$ cat src/rtl/timer_ctrl.sv
// timer_ctrl: Avalon-MM control block that sequences an external timer.
//   clk, rst_n            single clock, asynchronous active-low reset
//   address/write/read    Avalon-MM word address and strobes (never both high)
//   writedata/readdata    Avalon-MM data; readdata is registered
//   tmr_enable            count enable, high only in RUN
//   tmr_borra_irq         one-cycle clear of the timer wrap flag
//   tmr_fin_cuenta        terminal count loaded from the PERIOD shadow
//   tmr_threshold         compare value, written directly via THRESHOLD
//   tmr_irq, tmr_count    timer wrap flag (sticky) and live count
//   irq                   CPU interrupt = STATUS.TO & CTRL.IE
module timer_ctrl #(
    parameter logic [31:0] DEFAULT_PERIOD    = 32'd49999,
    parameter logic [31:0] DEFAULT_THRESHOLD = 32'd24999
) (
    input  logic        clk,
    input  logic        rst_n,
    input  logic [2:0]  address,
    input  logic        write,
    input  logic        read,
    input  logic [31:0] writedata,
    output logic [31:0] readdata,
    output logic        tmr_enable,
    output logic        tmr_borra_irq,
    output logic [31:0] tmr_fin_cuenta,
    output logic [31:0] tmr_threshold,
    input  logic        tmr_irq,
    input  logic [31:0] tmr_count,
    output logic        irq
);
    typedef enum logic [1:0] {IDLE, RUN, DONE} state_t;
    state_t      state_q, state_d;
    logic        en_q, en_d, oneshot_q, oneshot_d, ie_q, ie_d;
    logic        to_q, to_d, ovr_q, ovr_d, borra_q, borra_d;
    logic [31:0] shadow_q, shadow_d, fin_q, fin_d, thr_q, thr_d, rdata_q, rdata_d;
    logic        wr_ctrl, wr_period, wr_thr, wr_status, ev, w1c_to, w1c_ovr;
    assign wr_ctrl   = write && address == 3'd0;
    assign wr_period = write && address == 3'd1;
    assign wr_thr    = write && address == 3'd2;
    assign wr_status = write && address == 3'd3;
    assign w1c_to    = wr_status && writedata[0];
    assign w1c_ovr   = wr_status && writedata[2];
    // A wrap flag still high during our own clear pulse is the same wrap, not a new one.
    assign ev        = tmr_irq && !borra_q;
    always_comb begin
        en_d      = wr_ctrl ? writedata[0] : en_q;
        oneshot_d = wr_ctrl ? writedata[1] : oneshot_q;
        ie_d      = wr_ctrl ? writedata[2] : ie_q;
        state_d   = state_q;
        case (state_q)
            IDLE: state_d = en_d ? RUN : IDLE;
            RUN: begin
                if (ev && oneshot_q) begin
                    state_d = DONE;
                    en_d    = 1'b0;
                end else if (!en_d) begin
                    state_d = IDLE;
                end
            end
            default: state_d = IDLE;
        endcase
        // Shadow is sampled before any same-edge PERIOD write lands in it.
        fin_d    = (ev || (state_q == IDLE && state_d == RUN)) ? shadow_q : fin_q;
        shadow_d = wr_period ? writedata : shadow_q;
        thr_d    = wr_thr ? writedata : thr_q;
        to_d     = ev || (to_q && !w1c_to);
        // An event racing a TO clear leaves OVR alone; otherwise a repeat event sets it.
        ovr_d    = (ev && w1c_to) ? ovr_q : (ev && to_q) ? 1'b1 : ovr_q && !w1c_ovr;
        borra_d  = ev;
        rdata_d  = rdata_q;
        if (read) begin
            case (address)
                3'd0:    rdata_d = {29'd0, ie_q, oneshot_q, en_q};
                3'd1:    rdata_d = shadow_q;
                3'd2:    rdata_d = thr_q;
                3'd3:    rdata_d = {29'd0, ovr_q, state_q == RUN, to_q};
                3'd4:    rdata_d = tmr_count;
                default: rdata_d = 32'd0;
            endcase
        end
    end
    always_ff @(posedge clk or negedge rst_n) begin
        if (!rst_n) begin
            state_q   <= IDLE;
            en_q      <= 1'b0;
            oneshot_q <= 1'b0;
            ie_q      <= 1'b0;
            to_q      <= 1'b0;
            ovr_q     <= 1'b0;
            borra_q   <= 1'b0;
            shadow_q  <= DEFAULT_PERIOD;
            fin_q     <= DEFAULT_PERIOD;
            thr_q     <= DEFAULT_THRESHOLD;
            rdata_q   <= 32'd0;
        end else begin
            state_q   <= state_d;
            en_q      <= en_d;
            oneshot_q <= oneshot_d;
            ie_q      <= ie_d;
            to_q      <= to_d;
            ovr_q     <= ovr_d;
            borra_q   <= borra_d;
            shadow_q  <= shadow_d;
            fin_q     <= fin_d;
            thr_q     <= thr_d;
            rdata_q   <= rdata_d;
        end
    end
    assign tmr_enable     = state_q == RUN;
    assign tmr_borra_irq  = borra_q;
    assign tmr_fin_cuenta = fin_q;
    assign tmr_threshold  = thr_q;
    assign readdata       = rdata_q;
    assign irq            = to_q && ie_q;
endmodule

$ cat config.mk
export PLATFORM = sky130hd
export DESIGN_NAME = timer_ctrl
export DESIGN_NICKNAME = d
export VERILOG_FILES = /design/src/rtl/timer_ctrl.sv
export SDC_FILE = /design/constraint.sdc
export NUM_CORES = 1
export LEC_CHECK = 0
export CORE_UTILIZATION = 55
export CTS_BUF_LIST = sky130_fd_sc_hd__clkbuf_4 sky130_fd_sc_hd__clkbuf_8
export CTS_CLUSTER_SIZE = 28
export DETAILED_ROUTE_END_ITERATION = 8
export PLACE_DENSITY = 0.95
export SYNTH_ARGS = -nofsm -noshare
export SYNTH_HDL_FRONTEND = slang
export SYNTH_SLANG_ARGS = --single-unit
$ cat constraint.sdc
create_clock -name clk -period 2.35 [get_ports clk]
set_input_delay 0.235 -clock clk [delete_from_list [all_inputs] [get_ports clk]]
set_output_delay 0.235 -clock clk [all_outputs]
set_load 0.02 [all_outputs]
==> impl_metrics.toml, run 1 <==
[timing]
period_needed_ns = 2.192
hold_violations = 0
fin_worst_skew_ns = 0.01071
slew_viol_final = 0
worstMarginPinSlew_ns = 0.5972
finalSetupViolCount = 0
rsz0062_at_grt = "no"
finalSetupTns_ns = 0
maxSlewHeadroom = 0.6018
period_share = 0.9328
fmax_ghz = 0.4562

[synth]
yosys_warnings = 0
ys.flop_type = "dfrtp_1"
synth_top_area_share = 0.3750
synth.distinct_cells = 36
netlist_area_um2 = 7340
synth_edf_count = 0
synth_top_family_by_area = "simple AND/OR/NAND/NOR gates"
synthTopCellsByArea = "dfrtp_1, dfstp_2, nor4bb_1"
synth_largest_area_cell = "dfrtp_1"
synth_compound_area_frac = 0.1089
avgSynthCellArea_um2 = 11.31
synth_seq_cells = 136
async_flop_share = 1.000
synthAdderAreaFrac = 0
yosys.area_share.simple = 0.1880
syn_inst = 649
synth_sequential_area_ratio = 0.4681
muxShareOfSynthArea = 0.1713
synth_xor_area_frac = 0
syn-num-nets = 721

[place]
io_buffers = 170
placed_cells = 951
dp_hpwl_um = 13920
gp_congestion = 0.8101
postPlaceCellArea_um2 = 9230

[worst_setup_path]
slowest_delay_ns = 0.67
critPathSlowestCell = "clkdlybuf4s50_1"
cp_num_buf_inv = 1
worstPathRequired_ns = 2.12
worstPathCellList = "nor2b_1 -> clkdlybuf4s50_1"
path_delay_family = "buffers and inverters"
path_class = "flip-flop to output pin"
cp-start-kind = "flip-flop"
end_kind = "output pin"
critical_path_arrival_ns = 1.96
worstPathMaxFanout = 17

[routing]
vias_per_cell = 6.340
vias = 6239
drc = 0
ant_nets = 0
wl_per_cell_um = 21.69
routed_wl_um = 21340
drt_pass1_iterations = 6
drt_iter0_drc = 522

[clock_tree]
cts-root-buf = "clkbuf_8"
cts_tree = "built"
cts_setup_buffers = 0
clock-sinks = 136
cts_max_path_buffers = 2
clkLatencyLatePin_ns = 0.46
cts.clk_slew.worst_paths_ns = 0.07
numCtsBuffers = 17
htreeDepth = 4

[global_route]
grt.total_usage = 0.3196
grt_max_degree = 60
grt_overflow = 0
grt_pass1_vias = 6490
grt_pass1_wl_um = 34620
antenna_found_initial = 1
grt_util_met2 = 0.5222
grt-busiest-layer = "met2"
grt_use_met1 = 0.3953
met3_usage = 0.08043

[run_status]
outcome = "completed"

[floorplan]
num_rows = 41
boundaryPins = 171
core_um2 = 12820
die_w_um = 117.5
floorplan.initialDensity = 0.5723
dieArea_um2 = 13810
die_h_um = 117.5

[power]
leakage_nw = 3.854
powerDensity_nw_per_um2 = 963.3
vdd_drop_max_mv = 0.4895

[finish]
drive_above_1_share = 0.1663
final_cell_count_no_fill = 984
syn2layout_area_growth_pct = 32.25
stdcell_area_um2 = 9707
antenna_cells_inserted = 0
fin_nets = 871
fillers = 794

[hold_path]
hold_path_class = "input pin to flip-flop"

[run]
maxCapViolations = 0
-- flip-flops by register name, summed over array words and instances, names as in the netlist, 2 cells and up --
register	count
shadow_q	32
state_q	2
tmr_fin_cuenta	32
tmr_threshold	32
readdata	32
-- cells in the mapped netlist, types with 2 or more instances --
library cell    n
mux4_2          2
nor2b_1        31
buf_6           9
and2_1         30
buf_2          13
nand2_1        65
o211ai_1       32
clkbuf_1       42
buf_1           4
a222oi_1       29
dfrtp_1       110
mux2i_1        33
nor3b_1         3
o22ai_1        29
mux2_4         31
a21oi_1         3
nor4bb_1       64
dfstp_2        26
inv_1          32
and3_1          3
mux2_2          3
nand2b_1        3
and3b_1         2
nor2_1          4
a22oi_1         2
mux2_1         34
-- cell usage in the layout, fill, tap and decap left out, drive strengths merged, types with 4 or more instances in the layout --
master / synthesis / routed
a222oi: 29 / 29
clkinv: 0 / 4
clkdlybuf4s50: 0 / 167
and2: 30 / 30
dfstp: 26 / 26
bufinv: 0 / 5
nand2: 65 / 65
inv: 32 / 33
o22ai: 29 / 29
nor2b: 31 / 31
mux2: 68 / 68
nor4bb: 64 / 64
mux2i: 33 / 33
o211ai: 32 / 32
dfrtp: 110 / 110
clkbuf: 42 / 20
buf: 27 / 32
nor2: 4 / 4
-- through the flow --
step / utilization / setup WS (ns) / power, mW / hold WS, ns
after floorplan: - / 0.8469 / 5.434 / -0.06059
after global placement: 0.7197 / 0.3698 / 6.874 / 0.1989
after detailed placement: 0.7197 / 0.2477 / 7.039 / 0.2116
after CTS: 0.7569 / 0.1146 / 9.352 / 0.2249
after global routing: 0.7569 / 0.08759 / 9.746 / 0.2800
final: 0.7569 / 0.1578 / 9.350 / 0.2641
-- final cells by class --
class                   count  area [um2]  area share
inverters                  32       120.1     0.01237
repair buffers            200        1996      0.2056
flip-flops and latches    136        3438      0.3542
well taps                 172       215.2     0.02217
clock inverters            12       197.7     0.02037
clock buffers              20       269.0     0.02771
multi-input cells         412        3471      0.3576
-- per-layer routing --
layer  up-vias  routed length, um
met1      3167               8508
met2       319              10580
met3        59               1529
met4         0                728
met5         -                  0
li1       2694                  -
-- kinds of logic after synthesis --
group | Yosys count
flip-flops | 136
buffers and inverters | 101
AND/OR/NAND/NOR | 207
multiplexers | 103
AO/OA/AOI/OAI | 102
-- timing repair --
item	4_1_cts	5_1_grt
resized for setup	0	0
endpoints found under the hold margin	38	0
hold buffers	1	0
-- power breakdown --
group	internal [mW]	switching, mW	total [mW]
Combinational	1.76	1.76	3.52
Sequential	3.04	0.515	3.56
Clock	1.33	0.946	2.28
-- path summary, 6_finish.rpt --
check	end	start	cells after the start	slack, ns
max	tmr_enable	state_q[1]$_DFF_PN0_	2	0.16
min	readdata[2]$_DFFE_PN0P_	read	2	0.26
max reg2reg	tmr_fin_cuenta[8]$_DFFE_PN1P_	en_q$_DFF_PN0_	4	0.49
min reg2reg	tmr_fin_cuenta[14]$_DFFE_PN1P_	tmr_fin_cuenta[14]$_DFFE_PN1P_	2	0.50
max in group asynchronous	tmr_threshold[0]$_DFFE_PN1P_	rst_n	3	1.26
min in group asynchronous	shadow_q[31]$_DFFE_PN0P_	rst_n	2	0.29
(Power assumes the default switching activity.)
==> inputs of run 2 (changes only) <==
--- a/config.mk
+++ b/config.mk
@@ -9,7 +9,8 @@
 export CTS_BUF_LIST = sky130_fd_sc_hd__clkbuf_4 sky130_fd_sc_hd__clkbuf_8
 export CTS_CLUSTER_SIZE = 28
 export DETAILED_ROUTE_END_ITERATION = 8
-export PLACE_DENSITY = 0.95
+export PLACE_DENSITY = 0.91
 export SYNTH_ARGS = -nofsm -noshare
 export SYNTH_HDL_FRONTEND = slang
 export SYNTH_SLANG_ARGS = --single-unit
+export TNS_END_PERCENT = 50
==> run 2 against run 1 <==
  * Hold slack got worse by 0.025 ns
  * Worst setup slack improved by 0.11 ns
  * Maximum frequency rose by 5.4%
  * First-iteration DRC count rose by 24%
  * Utilization fell by 0.60 points
  * Combinational power fell by 3%
  * Clock-buffer cell count did not move
  * Routed wire length fell by 2.7%
  * Total power fell by 1.6%
  * Sequential share of layout area rose by 0.28 points
  * Via count fell by 1.5%
  * Global-route usage fell by 1.2 points
==> impl_metrics.toml, run 2 (same netlist as run 1, synthesis figures left out) <==
[clock_tree]
cts.clk_slew.worst_paths_ns = 0.08
clkLatencyLatePin_ns = 0.46
clock-sinks = 136
numCtsBuffers = 17
cts_setup_buffers = 0
htreeDepth = 4
cts_tree = "built"
cts-root-buf = "clkbuf_8"
cts_max_path_buffers = 2

[worst_setup_path]
worstPathCellList = "buf_4 -> nor3b_1 -> mux2_4 -> o211ai_1"
cp-start-kind = "flip-flop"
path_class = "flip-flop to flip-flop"
end_kind = "flip-flop"
worstPathMaxFanout = 40
path_delay_family = "flip-flops"
worstPathRequired_ns = 2.71
critical_path_arrival_ns = 2.44
slowest_delay_ns = 0.69
cp_num_buf_inv = 1
critPathSlowestCell = "dfrtp_2"

[global_route]
grt.total_usage = 0.3077
grt_overflow = 0
grt_pass1_vias = 6309
antenna_found_initial = 1
grt_max_degree = 58
grt_pass1_wl_um = 33240

[place]
placed_cells = 951
gp_congestion = 0.8365
io_buffers = 170
dp_hpwl_um = 13920

[finish]
syn2layout_area_growth_pct = 31.21
fin_nets = 871
utilization = 0.7509
drive_above_1_share = 0.1663
layout_commonest_cell = "clkdlybuf4s50_1"
final_cell_count_no_fill = 984
layout_common_cells = "clkdlybuf4s50_1, dfrtp_1, nand2_1"
antenna_cells_inserted = 0

[floorplan]
dieArea_um2 = 13810
die_h_um = 117.5
die_w_um = 117.5
floorplan.initialDensity = 0.5723
core_um2 = 12820
boundaryPins = 171
num_rows = 41

[timing]
maxSlewHeadroom = 0.6486
period_needed_ns = 2.080
hold_violations = 0
period_share = 0.8852
finalSetupViolCount = 0
fin_worst_skew_ns = 0.008675
slew_viol_final = 0
fmax_ghz = 0.4807
worstMarginPinSlew_ns = 0.5271
finalSetupTns_ns = 0
rsz0062_at_grt = "no"

[power]
pwr-share-comb = 0.372
clkPwrFrac = 0.235
vdd_drop_max_mv = 0.6387
powerDensity_nw_per_um2 = 955.7
leakage_nw = 3.836
seq_power_share = 0.393
netSwitchingFraction = 0.3468
power_switching_mw = 3.192
internal_power_mw = 6.012

[run]
maxCapViolations = 0

[routing]
drt_iter0_drc = 645
wl_per_cell_um = 21.10
vias = 6145
drt_pass1_iterations = 7
ant_nets = 0
drc = 0
vias_per_cell = 6.245
routed_wl_um = 20760

[hold_path]
hold_path_class = "input pin to flip-flop"

[run_status]
outcome = "completed"
run 2: final timing paths:
| check | to | cells past startpoint | slack (ns) | from |
|---|---|---|---|---|
| min | readdata[0]$_DFFE_PN0P_ | 2 | 0.24 | read |
| max reg2reg | tmr_fin_cuenta[27]$_DFFE_PN0P_ | 4 | 0.27 | state_q[1]$_DFF_PN0_ |
| min in group asynchronous | shadow_q[30]$_DFFE_PN0P_ | 2 | 0.30 | rst_n |
| max | tmr_fin_cuenta[27]$_DFFE_PN0P_ | 4 | 0.27 | state_q[1]$_DFF_PN0_ |
| min reg2reg | tmr_fin_cuenta[8]$_DFFE_PN1P_ | 2 | 0.50 | tmr_fin_cuenta[8]$_DFFE_PN1P_ |
| max in group asynchronous | tmr_threshold[14]$_DFFE_PN1P_ | 3 | 1.25 | rst_n |
run 2: what timing repair did:
item                       4_1_cts  5_1_grt
hold endpoints to repair        35        0
resized for setup                0        1
hold buffers                     1        0
setup endpoints to repair        0        1
run 2: worst register-to-register path, cell delays in order, from the launching register on:
cell and delay, ns:
dfrtp_2 0.69, buf_4 0.47, nor3b_1 0.12, mux2_4 0.45
o211ai_1 0.27
run 2: cell type report:
class	instances	area (um2)
clock buffers	20	269.0
clock inverters	12	173.9
fillers	829	3194
inverters	32	120.1
multi-input cells	412	3466
flip-flops and latches	136	3438
well taps	172	215.2
repair buffers	200	1948
run 2: per-stage QoR:
stage               area, um2  hold WS, ns  total power [mW]  worst slack [ns]
detailed placement       9175       0.2324             7.023            0.2596
floorplan                7340     -0.06059             5.434            0.8469
finish                   9630       0.2388             9.204            0.2697
CTS                      9628       0.2161             9.206           0.06212
global placement         9175       0.2287             6.876            0.3526
global route             9630       0.2593             9.591            0.1333
run 2: routing by layer:
metal | global-route usage | vias up | wire length [um]
met3 | 0.06783 | 43 | 1466
met2 | 0.5144 | 322 | 10330
met4 | 0.1210 | 0 | 465
met5 | 0 | - | 0
li1 | - | 2687 | -
met1 | 0.3889 | 3093 | 8499
run 2: power by group through the flow:
stage	Clock (mW)	Sequential, mW	Combinational, mW
floorplan	0	4.00	1.43
global placement	0	3.58	3.30
detailed placement	0	3.62	3.40
CTS	2.18	3.60	3.43
global route	2.28	3.69	3.62
finish	2.17	3.61	3.42
==> inputs of run 3 (changes only) <==
--- a/config.mk
+++ b/config.mk
@@ -5,11 +5,12 @@
 export SDC_FILE = /design/constraint.sdc
 export NUM_CORES = 1
 export LEC_CHECK = 0
-export CORE_UTILIZATION = 55
+export CORE_ASPECT_RATIO = 0.9
+export CORE_UTILIZATION = 30
 export CTS_BUF_LIST = sky130_fd_sc_hd__clkbuf_4 sky130_fd_sc_hd__clkbuf_8
 export CTS_CLUSTER_SIZE = 28
 export DETAILED_ROUTE_END_ITERATION = 8
-export PLACE_DENSITY = 0.91
+export PLACE_DENSITY = 0.57
 export SYNTH_ARGS = -nofsm -noshare
 export SYNTH_HDL_FRONTEND = slang
 export SYNTH_SLANG_ARGS = --single-unit
==> run 3 against run 2 <==
  * Cell area grew 2.7%
  * Clock skew up 0.0016 ns
  * Maximum frequency grew 2.7%
  * Critical path depth down 2
  * Clock power rose by 7%
  * Sequential power is 1% lower
  * Total power up 1.6%
  * Non-clock buffer count up 4
  * Die area is 82% higher
  * Final cell count is 14% higher
==> impl_metrics.toml, run 3 (same netlist as run 1, synthesis figures left out) <==
[clock_tree]
cts_tree = "built"
clock-sinks = 136
clkLatencyLatePin_ns = 0.45
numCtsBuffers = 17
cts_setup_buffers = 0
htreeDepth = 4
cts-root-buf = "clkbuf_8"
cts.clk_slew.worst_paths_ns = 0.07
cts_max_path_buffers = 2

[finish]
antenna_cells_inserted = 0
multi_input_area_um2 = 3471
fin_nets = 875
layout_common_cells = "clkdlybuf4s50_1, dfrtp_1, nand2_1"
layout_commonest_cell = "clkdlybuf4s50_1"
seqCellArea_um2 = 3438
syn2layout_area_growth_pct = 34.76
drive_above_1_share = 0.1703
stdcell_area_um2 = 9891
fillers = 2211

[global_route]
grt_overflow = 0
grt_pass1_wl_um = 34100
antenna_found_initial = 0
grt_pass1_vias = 5810
grt_max_degree = 61
grt.total_usage = 0.1763

[routing]
drc = 0
vias = 5840
ant_nets = 0
drt_iter0_drc = 543
drt_pass1_iterations = 7
wl_per_cell_um = 19.55
routed_wl_um = 21860
vias_per_cell = 5.224

[power]
vdd_drop_max_mv = 0.3162
powerDensity_nw_per_um2 = 945.8
leakage_nw = 3.867
p_total_mw = 9.354

[worst_setup_path]
reg2reg_slack_ns = 0.44
slowest_delay_ns = 0.58
cp-start-kind = "flip-flop"
end_kind = "output pin"
critical_path_arrival_ns = 1.79
critPathSlowestCell = "dfrtp_2"
path_class = "flip-flop to output pin"
worstPathCellList = "nor2b_1 -> dlygate4sd2_1"
worstPathMaxFanout = 18
worstPathRequired_ns = 2.12

[place]
dp_slack_ns = 0.2601
dp_hpwl_um = 14840
io_buffers = 170
postPlaceCellArea_um2 = 9410
gp_congestion = 0.7790

[timing]
hold_slack_ns = 0.2482
slew_viol_final = 0
period_share = 0.8618
worstMarginPinSlew_ns = 0.6229
rsz0062_at_grt = "no"
fmax_ghz = 0.4938
finalSetupViolCount = 0
period_needed_ns = 2.025
maxSlewHeadroom = 0.5848
fin_worst_skew_ns = 0.01031
finalSetupTns_ns = 0
worst_slack_ns = 0.3247
hold_violations = 0

[floorplan]
die_h_um = 150.4
boundaryPins = 171
floorplan.initialDensity = 0.3100
core_um2 = 23670
dieArea_um2 = 25100
num_rows = 53
die_w_um = 166.9

[hold_path]
hold_path_class = "input pin to flip-flop"

[run_status]
outcome = "completed"

[run]
maxCapViolations = 0
[run 3: changes by cell type in the layout (fill, tap and decap cells not counted), sizes merged]
cell	change
buf	+4
bufinv	+1
clkinv	+1
clkinvlp	-1
dlygate4sd2	+1
dlymetal6s2s	-1
inv	-1
[run 3: metrics by stage]
stage                     utilization  cells
final                          0.4178   1118
after global routing           0.4178   1118
after CTS                      0.4178   1118
after detailed placement       0.3975   1085
after global placement         0.3975   1085
after floorplan                     -    649
[run 3: layout make-up]
type / count / area share
inverters: 32 / 0.01214
clock inverters: 12 / 0.01986
clock buffers: 20 / 0.02783
well taps: 302 / 0.03820
multi-input cells: 412 / 0.3509
repair buffers: 204 / 0.2034
flip-flops and latches: 136 / 0.3476
[run 3: final timing paths]
path / from / endpoint / cells after the start
min in group asynchronous: rst_n / tmr_threshold[23]$_DFFE_PN0P_ / 2
setup / recovery: state_q[0]$_DFF_PN0_ / tmr_enable / 2
setup reg to reg: state_q[1]$_DFF_PN0_ / tmr_fin_cuenta[26]$_DFFE_PN0P_ / 4
max in group asynchronous: rst_n / shadow_q[6]$_DFFE_PN1P_ / 3
hold / removal: address[1] / to_q$_DFF_PN0_ / 3
hold reg to reg: tmr_fin_cuenta[8]$_DFFE_PN1P_ / tmr_fin_cuenta[8]$_DFFE_PN1P_ / 2
[run 3: what timing repair did]
item                       in CTS  in global routing
hold buffers                    1                  0
hold endpoints to repair       46                  0
setup endpoints to repair       1                  0
gates resized for setup         1                  0
[run 3: power breakdown]
part	leakage, nW	switching, mW	total (mW)	internal (mW)
Clock	0.231	0.976	2.32	1.35
Sequential	1.64	0.528	3.57	3.04
Combinational	2.00	1.71	3.46	1.75
[run 3: worst max-delay path, delay by kind of cell (launching register included)]
family,cells,cell delay [ns]
flops,1,0.58
buf+inv,1,0.45
simple gates,1,0.32
[run 3: layer usage]
layer	vias up	part of all wire	track usage
li1	2707	-	-
met3	12	0.063	0.05021
met1	2934	0.49	0.2492
met4	0	0.0083	0.03889
met5	-	0	0
met2	187	0.44	0.2657
